==> config.mk <==
export PLATFORM = sky130hd
export DESIGN_NAME = bicubic_scheduler_flat
export DESIGN_NICKNAME = d
export VERILOG_FILES = /design/src/rtl/bicubic_scheduler_if.sv /design/src/rtl/bicubic_scheduler.sv /design/src/flat_wrapper.sv
export SDC_FILE = /design/constraint.sdc
export NUM_CORES = 1
export LEC_CHECK = 0
export BUFFER_PORTS_ARGS = -buffer_cell sky130_fd_sc_hd__buf_2
export CAP_MARGIN = 30
export CORE_MARGIN = 2
export CORE_UTILIZATION = 50
export CTS_CLUSTER_SIZE = 25
export DETAILED_ROUTE_END_ITERATION = 7
export GPL_ROUTABILITY_DRIVEN = 0
export GPL_TIMING_DRIVEN = 0
export PLACE_DENSITY = 0.67
export SETUP_SLACK_MARGIN = 0.2
export SLEW_MARGIN = 10
export SYNTH_ARGS = -nofsm -noshare
export SYNTH_HDL_FRONTEND = slang
export SYNTH_SLANG_ARGS = --single-unit
==> constraint.sdc <==
create_clock -name clk -period 9.6 [get_ports clk]
set_input_delay 0.96 -clock clk [delete_from_list [all_inputs] [get_ports clk]]
set_output_delay 0.96 -clock clk [all_outputs]
set_load 0.05 [all_outputs]
==> src/rtl/bicubic_scheduler_if.sv <==
// Bundle of every non-clock signal of the bicubic scheduler:
//   request channel  : req_valid/req_ready, req_x, req_y, req_fx, req_fy
//   image read port  : rd_en, rd_addr (= {yc, xc}), rd_data (1-cycle read latency)
//   cubic engine port: eng_x ({t, t^2, t^3}), eng_p, eng_cnt, eng_out
//   result channel   : res_valid/res_ready, res_data
// The master modport is the scheduler's view; slave is the surrounding
// system (request source, image RAM, engine, result consumer).
interface bicubic_scheduler_if #(
  parameter int XW = 5,
  parameter int YW = 5
);
  logic              req_valid;
  logic              req_ready;
  logic [XW-1:0]     req_x;
  logic [YW-1:0]     req_y;
  logic [7:0]        req_fx;
  logic [7:0]        req_fy;

  logic              rd_en;
  logic [XW+YW-1:0]  rd_addr;
  logic [7:0]        rd_data;

  logic [23:0]       eng_x;
  logic [7:0]        eng_p;
  logic [2:0]        eng_cnt;
  logic [7:0]        eng_out;

  logic              res_valid;
  logic [7:0]        res_data;
  logic              res_ready;

  modport master (
    input  req_valid, req_x, req_y, req_fx, req_fy,
    output req_ready,
    output rd_en, rd_addr,
    input  rd_data,
    output eng_x, eng_p, eng_cnt,
    input  eng_out,
    output res_valid, res_data,
    input  res_ready
  );

  modport slave (
    output req_valid, req_x, req_y, req_fx, req_fy,
    input  req_ready,
    input  rd_en, rd_addr,
    output rd_data,
    input  eng_x, eng_p, eng_cnt,
    output eng_out,
    input  res_valid, res_data,
    output res_ready
  );
endinterface

==> src/rtl/bicubic_scheduler.sv <==
// Bicubic scheduler: turns one interpolation request into one output pixel by
// driving the shared 5-cycle cubic engine. For each request it reads the
// clamped 4x4 neighbourhood around (x, y), runs four horizontal passes with
// fx (one per row), then one vertical pass with fy over the row results.
// Fixed latency: res_valid rises 28 cycles after the accepting cycle.
// Ports:
//   clk  - clock
//   rst  - synchronous, active-high reset (aborts any request in flight)
//   bus  - bicubic_scheduler_if.master (request, image read, engine, result)
module bicubic_scheduler #(
  parameter int XW = 5,
  parameter int YW = 5
) (
  input  logic                  clk,
  input  logic                  rst,
  bicubic_scheduler_if.master   bus
);

  typedef enum logic [2:0] {IDLE, PRIME, HPASS, VPASS, FLUSH, CAPT, DONE} state_t;

  state_t            state_reg;
  logic [XW-1:0]     x_reg;
  logic [YW-1:0]     y_reg;
  logic [7:0]        fy_reg, fy2_reg, fy3_reg;
  logic [1:0]        row_reg;
  logic [2:0]        step_reg;     // engine step of the current cycle, 0 = seam
  logic [7:0]        hbuf [4];     // horizontal pass results, one per row

  logic              rd_en_reg;
  logic [XW+YW-1:0]  rd_addr_reg;
  logic [23:0]       eng_x_reg;
  logic [2:0]        eng_cnt_reg;
  logic              res_valid_reg;
  logic [7:0]        res_data_reg;
  logic [7:0]        eng_p_next;

  logic [7:0]        fx2_c, fx3_c, fy2_c, fy3_c;

  // Rounded Q0.8 product: (a*b + 128) >> 8.
  function automatic logic [7:0] mul_q8(input logic [7:0] a, input logic [7:0] b);
    logic [15:0] prod;
    prod = 16'(a) * 16'(b) + 16'd128;
    return prod[15:8];
  endfunction

  // idx 0..3 selects offset -1..+2. Two guard bits: the top bit is the sign
  // (below 0) and the next one flags overflow past the last column.
  function automatic logic [XW-1:0] clamp_x(input logic [XW-1:0] base, input logic [1:0] idx);
    logic [XW+1:0] s;
    s = {2'b00, base} + {{XW{1'b0}}, idx} - {{(XW+1){1'b0}}, 1'b1};
    if (s[XW+1])  return '0;
    else if (s[XW]) return '1;
    else          return s[XW-1:0];
  endfunction

  function automatic logic [YW-1:0] clamp_y(input logic [YW-1:0] base, input logic [1:0] idx);
    logic [YW+1:0] s;
    s = {2'b00, base} + {{YW{1'b0}}, idx} - {{(YW+1){1'b0}}, 1'b1};
    if (s[YW+1])  return '0;
    else if (s[YW]) return '1;
    else          return s[YW-1:0];
  endfunction

  // Powers are computed straight from the request inputs so eng_x already
  // holds {fx, fx^2, fx^3} in the PRIME cycle.
  assign fx2_c = mul_q8(bus.req_fx, bus.req_fx);
  assign fx3_c = mul_q8(fx2_c, bus.req_fx);
  assign fy2_c = mul_q8(bus.req_fy, bus.req_fy);
  assign fy3_c = mul_q8(fy2_c, bus.req_fy);

  always_ff @(posedge clk) begin
    if (rst) begin
      state_reg     <= IDLE;
      x_reg         <= '0;
      y_reg         <= '0;
      fy_reg        <= '0;
      fy2_reg       <= '0;
      fy3_reg       <= '0;
      row_reg       <= '0;
      step_reg      <= '0;
      rd_en_reg     <= 1'b0;
      rd_addr_reg   <= '0;
      eng_x_reg     <= '0;
      eng_cnt_reg   <= '0;
      res_valid_reg <= 1'b0;
      res_data_reg  <= '0;
    end else begin
      case (state_reg)
        IDLE: begin
          rd_en_reg   <= 1'b0;
          eng_cnt_reg <= 3'd0;
          if (bus.req_valid) begin
            x_reg       <= bus.req_x;
            y_reg       <= bus.req_y;
            fy_reg      <= bus.req_fy;
            fy2_reg     <= fy2_c;
            fy3_reg     <= fy3_c;
            eng_x_reg   <= {bus.req_fx, fx2_c, fx3_c};
            // PRIME issues the read for row 0, step 1.
            rd_en_reg   <= 1'b1;
            rd_addr_reg <= {clamp_y(bus.req_y, 2'd0), clamp_x(bus.req_x, 2'd0)};
            row_reg     <= 2'd0;
            state_reg   <= PRIME;
          end
        end
        PRIME: begin
          eng_cnt_reg <= 3'd1;
          step_reg    <= 3'd1;
          rd_en_reg   <= 1'b1;
          rd_addr_reg <= {clamp_y(y_reg, row_reg), clamp_x(x_reg, 2'd1)};
          state_reg   <= HPASS;
        end
        HPASS: begin
          // The previous row's result shows up the cycle after its seam.
          if (step_reg == 3'd1 && row_reg != 2'd0)
            hbuf[row_reg - 2'd1] <= bus.eng_out;
          case (step_reg)
            3'd1, 3'd2: begin
              eng_cnt_reg <= step_reg + 3'd1;
              step_reg    <= step_reg + 3'd1;
              rd_en_reg   <= 1'b1;
              rd_addr_reg <= {clamp_y(y_reg, row_reg), clamp_x(x_reg, step_reg[1:0] + 2'd1)};
            end
            3'd3: begin
              eng_cnt_reg <= 3'd4;
              step_reg    <= 3'd4;
              rd_en_reg   <= 1'b0;
            end
            3'd4: begin
              eng_cnt_reg <= 3'd0;
              step_reg    <= 3'd0;
              rd_en_reg   <= (row_reg != 2'd3);
              rd_addr_reg <= {clamp_y(y_reg, row_reg + 2'd1), clamp_x(x_reg, 2'd0)};
              // The engine samples X on the last seam for the vertical pass.
              if (row_reg == 2'd3)
                eng_x_reg <= {fy_reg, fy2_reg, fy3_reg};
            end
            default: begin
              eng_cnt_reg <= 3'd1;
              step_reg    <= 3'd1;
              if (row_reg == 2'd3) begin
                rd_en_reg <= 1'b0;
                state_reg <= VPASS;
              end else begin
                row_reg     <= row_reg + 2'd1;
                rd_en_reg   <= 1'b1;
                rd_addr_reg <= {clamp_y(y_reg, row_reg + 2'd1), clamp_x(x_reg, 2'd1)};
              end
            end
          endcase
        end
        VPASS: begin
          // Row 3 lands now; it is not consumed until step 4.
          if (step_reg == 3'd1)
            hbuf[3] <= bus.eng_out;
          if (step_reg == 3'd4) begin
            eng_cnt_reg <= 3'd0;
            step_reg    <= 3'd0;
            state_reg   <= FLUSH;
          end else begin
            eng_cnt_reg <= step_reg + 3'd1;
            step_reg    <= step_reg + 3'd1;
          end
        end
        FLUSH: begin
          eng_cnt_reg <= 3'd0;
          state_reg   <= CAPT;
        end
        CAPT: begin
          res_data_reg  <= bus.eng_out;
          res_valid_reg <= 1'b1;
          state_reg     <= DONE;
        end
        DONE: begin
          if (bus.res_ready) begin
            res_valid_reg <= 1'b0;
            state_reg     <= IDLE;
          end
        end
        default: state_reg <= IDLE;
      endcase
    end
  end

  // Pixel data reaches the engine in the same cycle rd_data is valid, so the
  // P input is a mux rather than a register.
  always_comb begin
    eng_p_next = 8'd0;
    if (state_reg == HPASS && step_reg != 3'd0)
      eng_p_next = bus.rd_data;
    else if (state_reg == VPASS)
      eng_p_next = hbuf[step_reg[1:0] - 2'd1];
  end

  assign bus.req_ready = (state_reg == IDLE);
  assign bus.rd_en     = rd_en_reg;
  assign bus.rd_addr   = rd_addr_reg;
  assign bus.eng_x     = eng_x_reg;
  assign bus.eng_cnt   = eng_cnt_reg;
  assign bus.eng_p     = eng_p_next;
  assign bus.res_valid = res_valid_reg;
  assign bus.res_data  = res_data_reg;

endmodule

==> src/flat_wrapper.sv <==
// flat-port wrapper written by rule: the top's interface ports become plain ports
module bicubic_scheduler_flat 
#(
  parameter int XW = 5,
  parameter int YW = 5
)
  (clk, rst, bus_req_valid, bus_req_x, bus_req_y, bus_req_fx, bus_req_fy, bus_req_ready, bus_rd_en, bus_rd_addr, bus_rd_data, bus_eng_x, bus_eng_p, bus_eng_cnt, bus_eng_out, bus_res_valid, bus_res_data, bus_res_ready);
  bicubic_scheduler_if #(.XW(XW), .YW(YW)) bus_i ();
  input  logic clk;
  input  logic rst;
  input wire logic [$bits(bus_i.req_valid)-1:0] bus_req_valid;
  input wire logic [$bits(bus_i.req_x)-1:0] bus_req_x;
  input wire logic [$bits(bus_i.req_y)-1:0] bus_req_y;
  input wire logic [$bits(bus_i.req_fx)-1:0] bus_req_fx;
  input wire logic [$bits(bus_i.req_fy)-1:0] bus_req_fy;
  output wire logic [$bits(bus_i.req_ready)-1:0] bus_req_ready;
  output wire logic [$bits(bus_i.rd_en)-1:0] bus_rd_en;
  output wire logic [$bits(bus_i.rd_addr)-1:0] bus_rd_addr;
  input wire logic [$bits(bus_i.rd_data)-1:0] bus_rd_data;
  output wire logic [$bits(bus_i.eng_x)-1:0] bus_eng_x;
  output wire logic [$bits(bus_i.eng_p)-1:0] bus_eng_p;
  output wire logic [$bits(bus_i.eng_cnt)-1:0] bus_eng_cnt;
  input wire logic [$bits(bus_i.eng_out)-1:0] bus_eng_out;
  output wire logic [$bits(bus_i.res_valid)-1:0] bus_res_valid;
  output wire logic [$bits(bus_i.res_data)-1:0] bus_res_data;
  input wire logic [$bits(bus_i.res_ready)-1:0] bus_res_ready;
  assign bus_i.req_valid = bus_req_valid;
  assign bus_i.req_x = bus_req_x;
  assign bus_i.req_y = bus_req_y;
  assign bus_i.req_fx = bus_req_fx;
  assign bus_i.req_fy = bus_req_fy;
  assign bus_req_ready = bus_i.req_ready;
  assign bus_rd_en = bus_i.rd_en;
  assign bus_rd_addr = bus_i.rd_addr;
  assign bus_i.rd_data = bus_rd_data;
  assign bus_eng_x = bus_i.eng_x;
  assign bus_eng_p = bus_i.eng_p;
  assign bus_eng_cnt = bus_i.eng_cnt;
  assign bus_i.eng_out = bus_eng_out;
  assign bus_res_valid = bus_i.res_valid;
  assign bus_res_data = bus_i.res_data;
  assign bus_i.res_ready = bus_res_ready;
  bicubic_scheduler #(.XW(XW), .YW(YW)) u_core (.clk(clk), .rst(rst), .bus(bus_i));
endmodule
# [After elaboration in Yosys (flattened, before gate mapping)]
# Memory sizes are Yosys's and may differ from the RTL's.
# Index checks and enable logic that the tools add are counted.
[word_totals] register_bits=89 latchBits=0 mem_bits_rw=32 rom_bits=0 in_bits=46 output_inout_bits=56 n_memories=1
[classes] add_sub_neg=20 mul=4 n_div=0 order_cmp=0 n_eq_ne=21 n_shift=0 muxes=55 bitwise=0 n_reduce_logical=20
[mem_list] name="u_core.hbuf" words=4 width=8 rd=1 rd_ports_with_merged_regs=0 wr=1 line="bicubic_scheduler.sv:27" text="logic [7:0] hbuf [4];"
[ops] cell="two-way mux 24 bit" n=3
[ops] cell="two-way mux 5 bit" n=14
[ops] cell="adder 16 x 8 -> 16 bit (second input constant)" n=4
[ops] cell="multiplier 8 x 8 -> 16 bit" n=4
[ops] cell="one-hot mux 10 bit (3 select lines)" n=2
[ops] cell="one-hot mux 24 bit (2 select lines)" n=1
[ops] cell="subtractor 7 x 1 -> 7 bit (second input constant)" n=4
[ops] cell="two-way mux 8 bit" n=3
[ops] cell="one-hot mux 3 bit (7 select lines)" n=1
[ops] cell="two-way mux 10 bit" n=2
[ops] cell="adder 5 x 2 -> 6 bit" n=3
[ops] cell="two-way mux 3 bit" n=6
[ops] cell="one-hot mux 3 bit (3 select lines)" n=2
[ops] cell="subtractor 5 x 1 -> 6 bit (second input constant)" n=3
[ops] cell="== test 3 x 2 -> 1 bit (second input constant)" n=4
[ops] cell="== test 3 bit (second input constant)" n=4
[ops] cell="two-way mux 1 bit" n=12
[ops] cell="!= test 2 bit (second input constant)" n=6
[ops] cell="one-hot mux 3 bit (4 select lines)" n=1
[ops] cell="AND reduction 4 bit" n=3
[ops] cell="nonzero test 3 bit" n=3
[ops] cell="two-way mux 2 bit" n=4
[ops] cell="OR reduction 8 bit" n=1
[ops] cell="adder 5 x 1 -> 6 bit (second input constant)" n=1
[ops] cell="18 further kinds" n=29

# [Logic depth before layout (Yosys ltp)]
[depth] word_depth=8 mapped_depth=34 mapped_depth_nobuf=33

# [Worst setup path before layout]
# OpenSTA, ideal clock, no wires.
[synth_path] kind="input -> register" from="input bus_req_fx[7]" to="register u_core.eng_x_reg[4] (netlist: u_core.bus.eng_x[4])" t_arrival_ps=8744 required_ps=9514 setup_slack_ps=771 path_stages=30 path_buffers=2 path_cell_list="clkbuf_1 clkbuf_1 nand2_1 fa_1 inv_1 fa_1 fa_1 inv_1 fa_1 inv_1 ha_1 inv_1 nor2_1 or2_2 o211a_1 a211oi_4 nand2_1 fa_1 fa_1 fa_1 fa_1 inv_1 ha_1 a21oi_1 o31ai_1 a2111oi_2 o21bai_1 a21oi_1 xor2_1 a211oi_1"
[synth_via] elab_chain_cells=6
[synth_rtl] element="start, declared" line="flat_wrapper.sv:14" text="input wire logic [$bits(bus_i.req_fx)-1:0] bus_req_fx;"
[synth_rtl] element="multiplier 8 x 8 -> 16 bit" line="bicubic_scheduler.sv:42" text="prod = 16'(a) * 16'(b) + 16'd128;"
[synth_rtl] element="adder 16 x 8 -> 16 bit" line="bicubic_scheduler.sv:42"
[synth_rtl] element="multiplier 8 x 8 -> 16 bit (*)" line="bicubic_scheduler.sv:42"
[synth_rtl] element="adder 16 x 8 -> 16 bit (*)" line="bicubic_scheduler.sv:42"
[synth_rtl] element="two-way mux 24 bit (*)" line="bicubic_scheduler.sv:92" text="if (bus.req_valid) begin"
[synth_rtl] element="one-hot mux 24 bit (2 select lines) (*)" line="bicubic_scheduler.sv:88" text="case (state_reg)"
[synth_rtl] element="end signal, assigned" line="bicubic_scheduler.sv:98" text="eng_x_reg <= {bus.req_fx, fx2_c, fx3_c};"
[synth_rtl] element="end signal, assigned" line="bicubic_scheduler.sv:136" text="eng_x_reg <= {fy_reg, fy2_reg, fy3_reg};"
[synth_rtl] element="end, declared" line="bicubic_scheduler.sv:31" text="logic [23:0] eng_x_reg;"
# Every way passes the cells marked *; elsewhere a longest branch is shown, timed or not. The select of a mux whose other input is x is not followed.
# A chain may end at the register's enable or synchronous reset.

# [Worst setup path after layout]
[layout_path] from="input bus_req_fx[2]" to="register u_core.eng_x_reg[5] (netlist: u_core.bus.eng_x[5])"
# The elaborated chain is that of the path after synthesis.

==> metrics.log <==
[metrics] result of the run: finished, final reports clean
[metrics] kind of critical path: in2reg
[metrics] drt via density: 5.552
[metrics] share of layout cells above drive strength 1: 0.1299
[metrics] Yosys warning total: 0
[metrics] number of nets at the end of the flow: 1981
[metrics] start point of the worst hold path: u_core.fy_reg[1]
[metrics] core occupancy in the finished layout: 0.5741
[metrics] routed length per instance: 17.22 microns
[metrics] instance area at placement: 14320 sq um
[metrics] Reg-to-Reg Start: u_core.step_reg[0]
[metrics] worst min-delay path class: reg2reg
[metrics] stage delay of the slowest cell on the critical path: 0.57 ns
[metrics] antenna violations before repair: 0
[metrics] Critical Path End Type: flop
[metrics] data arrival time of the critical path: 9.38 ns
[metrics] first-pass detailed-route iteration total: 5
[metrics] post-synthesis area per instance: 8.685 sq um
[metrics] pin count of the biggest net entering global routing: 17
[metrics] vias after detailed routing: 11.18k
[metrics] total global routing overflow: 0
[metrics] chip width: 167.7 microns
[metrics] Total GRT Usage: 0.2559
[metrics] IO buf count: 99
[metrics] top post-synthesis cells by count: 197 x inv_1, 171 x nand2_1, 155 x ha_1
[metrics] setup clock skew after layout: 0.01503 ns
[metrics] sum of net half-perimeters after detailed placement: 27420 microns
[metrics] Max Cap Violations: 0
[metrics] Clock transition at path regs: 0.06 ns
[metrics] leading register cell type out of synthesis: dfxtp_1
[metrics] required time of the critical path: 9.92 ns
[metrics] chip height: 167.7 microns
[metrics] vias in the first global route: 11.43k
[metrics] count of routing violations after the opening detailed-route iteration: 640
[metrics] library cell with the largest summed area after synthesis: fa_1
[metrics] Clock Latency Late Sink: 0.43 ns
[metrics] clock period minus worst slack: 9.064 ns
[metrics] cell with the most instances after synthesis: inv_1
[metrics] Antenna diodes: 0
[metrics] count of flip-flops with a built-in enable after synthesis: 32
[metrics] setup repair after global routing missed its margin: yes
[metrics] max_slew headroom: 0.3997
[metrics] final routed DRC violation total: 0
[metrics] num ports: 102
[metrics] achievable clock frequency: 110.3 MHz
[metrics] first-pass GRT wire length: 57480 microns
[metrics] most frequent cell on the critical path: fa_1
[metrics] number of flip-flops under the largest register name: 32
[metrics] crit share post-route: 0.9442
[metrics] cell types occupying the most area after synthesis: fa_1 17%, ha_1 14%, dfxtp_1 13%
[metrics] CTS HTree Levels: 4
[metrics] cells after synthesis: 1543
[metrics] number of instances on the worst hold path: 2
[metrics] post-route cell area: 15040 sq um
[metrics] Reg2Reg Capture Point: u_core.bus.rd_addr[1]
[metrics] slowest cell on the critical path: fa_1
[metrics] combined area of all synthesized cells: 13400 sq um
[metrics] Max clock buf depth: 2
[metrics] number of synthesized register bits: 121
[metrics] Worst Tran Pin Value: 0.9004 ns
[metrics] worst r2r path cells: 11
[metrics] Syn-to-layout area delta: 12.26%
[metrics] clock tree root buffer cell: clkbuf_16
[metrics] final hold vios: 0
[metrics] number of setup violations in the final report: 0
[metrics] effective utilization at floorplan: 0.5114
[metrics] post-detailed-routing wire length: 34660 microns
[metrics] net count after synthesis: 1859
[metrics] Total Neg Setup Slack: 0 ns
[metrics] Critical Path Source Type: input port
[metrics] CTS tree: yes
[metrics] Pins Over Slew Limit: 0
[metrics] cts bufs inserted: 17
[metrics] num rows: 59
[metrics] biggest fanout along the worst timing path: 10
[metrics] setup slack, reg-to-reg: 5.11 ns
[metrics] async set or reset register ratio after synthesis: 0
[metrics] Yosys top cell area share: 0.1718
[metrics] Die Outline Area: 28130 sq um
[metrics] minimum hold slack: 0.4552 ns
[metrics] Hold EP: u_core.fy_reg[1]
[metrics] share of the yosys chip area belonging to registers: 0.2046
[metrics] residual antenna-violating net count after detailed routing: 0
[metrics] # clock sinks: 121
[metrics] Cell variety after synth: 84
[metrics] Core Footprint: 26210 sq um
-- stage by stage --
step	setup slack, ns	std cells
after floorplan	0.7709	1543
after global placement	-0.7454	1977
after detailed placement	-0.7530	1978
after CTS	0.2268	2010
after global routing	0.1870	2013
final	0.5358	2013
-- placed cells by master, fill, tap and decap left out, types with 7 or more instances in the layout --
master | netlist | final
dfxtp_1 | 89 | 89
edfxtp_1 | 32 | 32
a32o_1 | 8 | 8
mux2i_1 | 13 | 12
clkbuf_16 | 0 | 17
xnor2_1 | 35 | 33
buf_2 | 12 | 112
nor3_1 | 27 | 26
a211oi_1 | 18 | 18
nor2b_1 | 17 | 17
nand2b_1 | 15 | 15
ha_1 | 155 | 155
mux4_2 | 8 | 8
a311oi_1 | 21 | 21
xor2_1 | 21 | 19
a21oi_1 | 82 | 80
and2_1 | 103 | 103
o21ai_0 | 49 | 48
nand3_1 | 24 | 24
and3_1 | 16 | 16
clkbuf_1 | 60 | 49
inv_6 | 0 | 7
buf_4 | 0 | 7
nor2_1 | 104 | 104
nand2_1 | 171 | 171
clkbuf_2 | 0 | 7
fa_1 | 115 | 115
nor3b_1 | 7 | 7
a31oi_1 | 8 | 7
inv_1 | 197 | 197
o21a_1 | 9 | 9
nand3b_1 | 7 | 7
a21o_1 | 7 | 7
-- cells by family after synthesis --
logic type                 synth area share
DFF                                  0.2046
adders and majority gates            0.3165
muxes                               0.02399
and+or+nand+nor                      0.1946
xor gates and xnor gates            0.04267
buffers and inverters               0.07973
AOI/OAI and AO/OA                    0.1379
-- how the worst max path moves through the flow --
| stage | slack, ns | startpoint | end |
|---|---|---|---|
| floorplan | 0.77 | bus_req_fx[7] | u_core.bus.eng_x[4] |
| finish | 0.54 | bus_req_fx[2] | u_core.bus.eng_x[5] |
| CTS | 0.23 | bus_req_fx[2] | u_core.bus.eng_x[6] |
| detailed placement | -0.75 | bus_req_fx[2] | u_core.bus.eng_x[7] |
| global placement | -0.75 | bus_req_fx[2] | u_core.bus.eng_x[4] |
| global route | 0.19 | bus_req_fy[2] | u_core.fy3_reg[6] |
-- per-layer routing --
layer  GRT usage  vias to the layer above  wire [microns]
met5           0                        -               0
met3     0.04113                       52            1859
met1      0.3347                     5410           15290
li1            -                     5418               -
met2      0.4393                      297           16780
met4     0.07372                        0             730
-- cell type report --
cell class / instances / area (sq um)
Fill cell: 2393 / 11160
Multi-Input combinational cell: 1146 / 9693
Sequential cell: 121 / 2743
Inverter: 198 / 745.7
Timing Repair Buffer: 104 / 533.0
Clock buffer: 17 / 425.4
Tap cell: 335 / 419.2
Buffer: 77 / 336.6
Clock inverter: 15 / 148.9
-- critical path: cells and delay by family --
family | cells | cell delay (ns)
and+or+nand+nor | 5 | 0.69
xor gates and xnor gates | 1 | 0.18
adders and majority gates | 10 | 4.77
AOI/OAI and AO/OA | 7 | 1.67
buffers and inverters | 9 | 1.08
-- repair_timing --
action | CTS | global route
setup endpoints to repair | 10 | 13
endpoints found under the hold margin | 0 | 0
buffers inserted | 0 | 4
hold buffers | 0 | 0
pin swaps | 1 | 4
resized for setup | 9 | 30
Power is not shown: default switching activity piles up to over one toggle a cycle in this logic, so the estimate is an artifact.
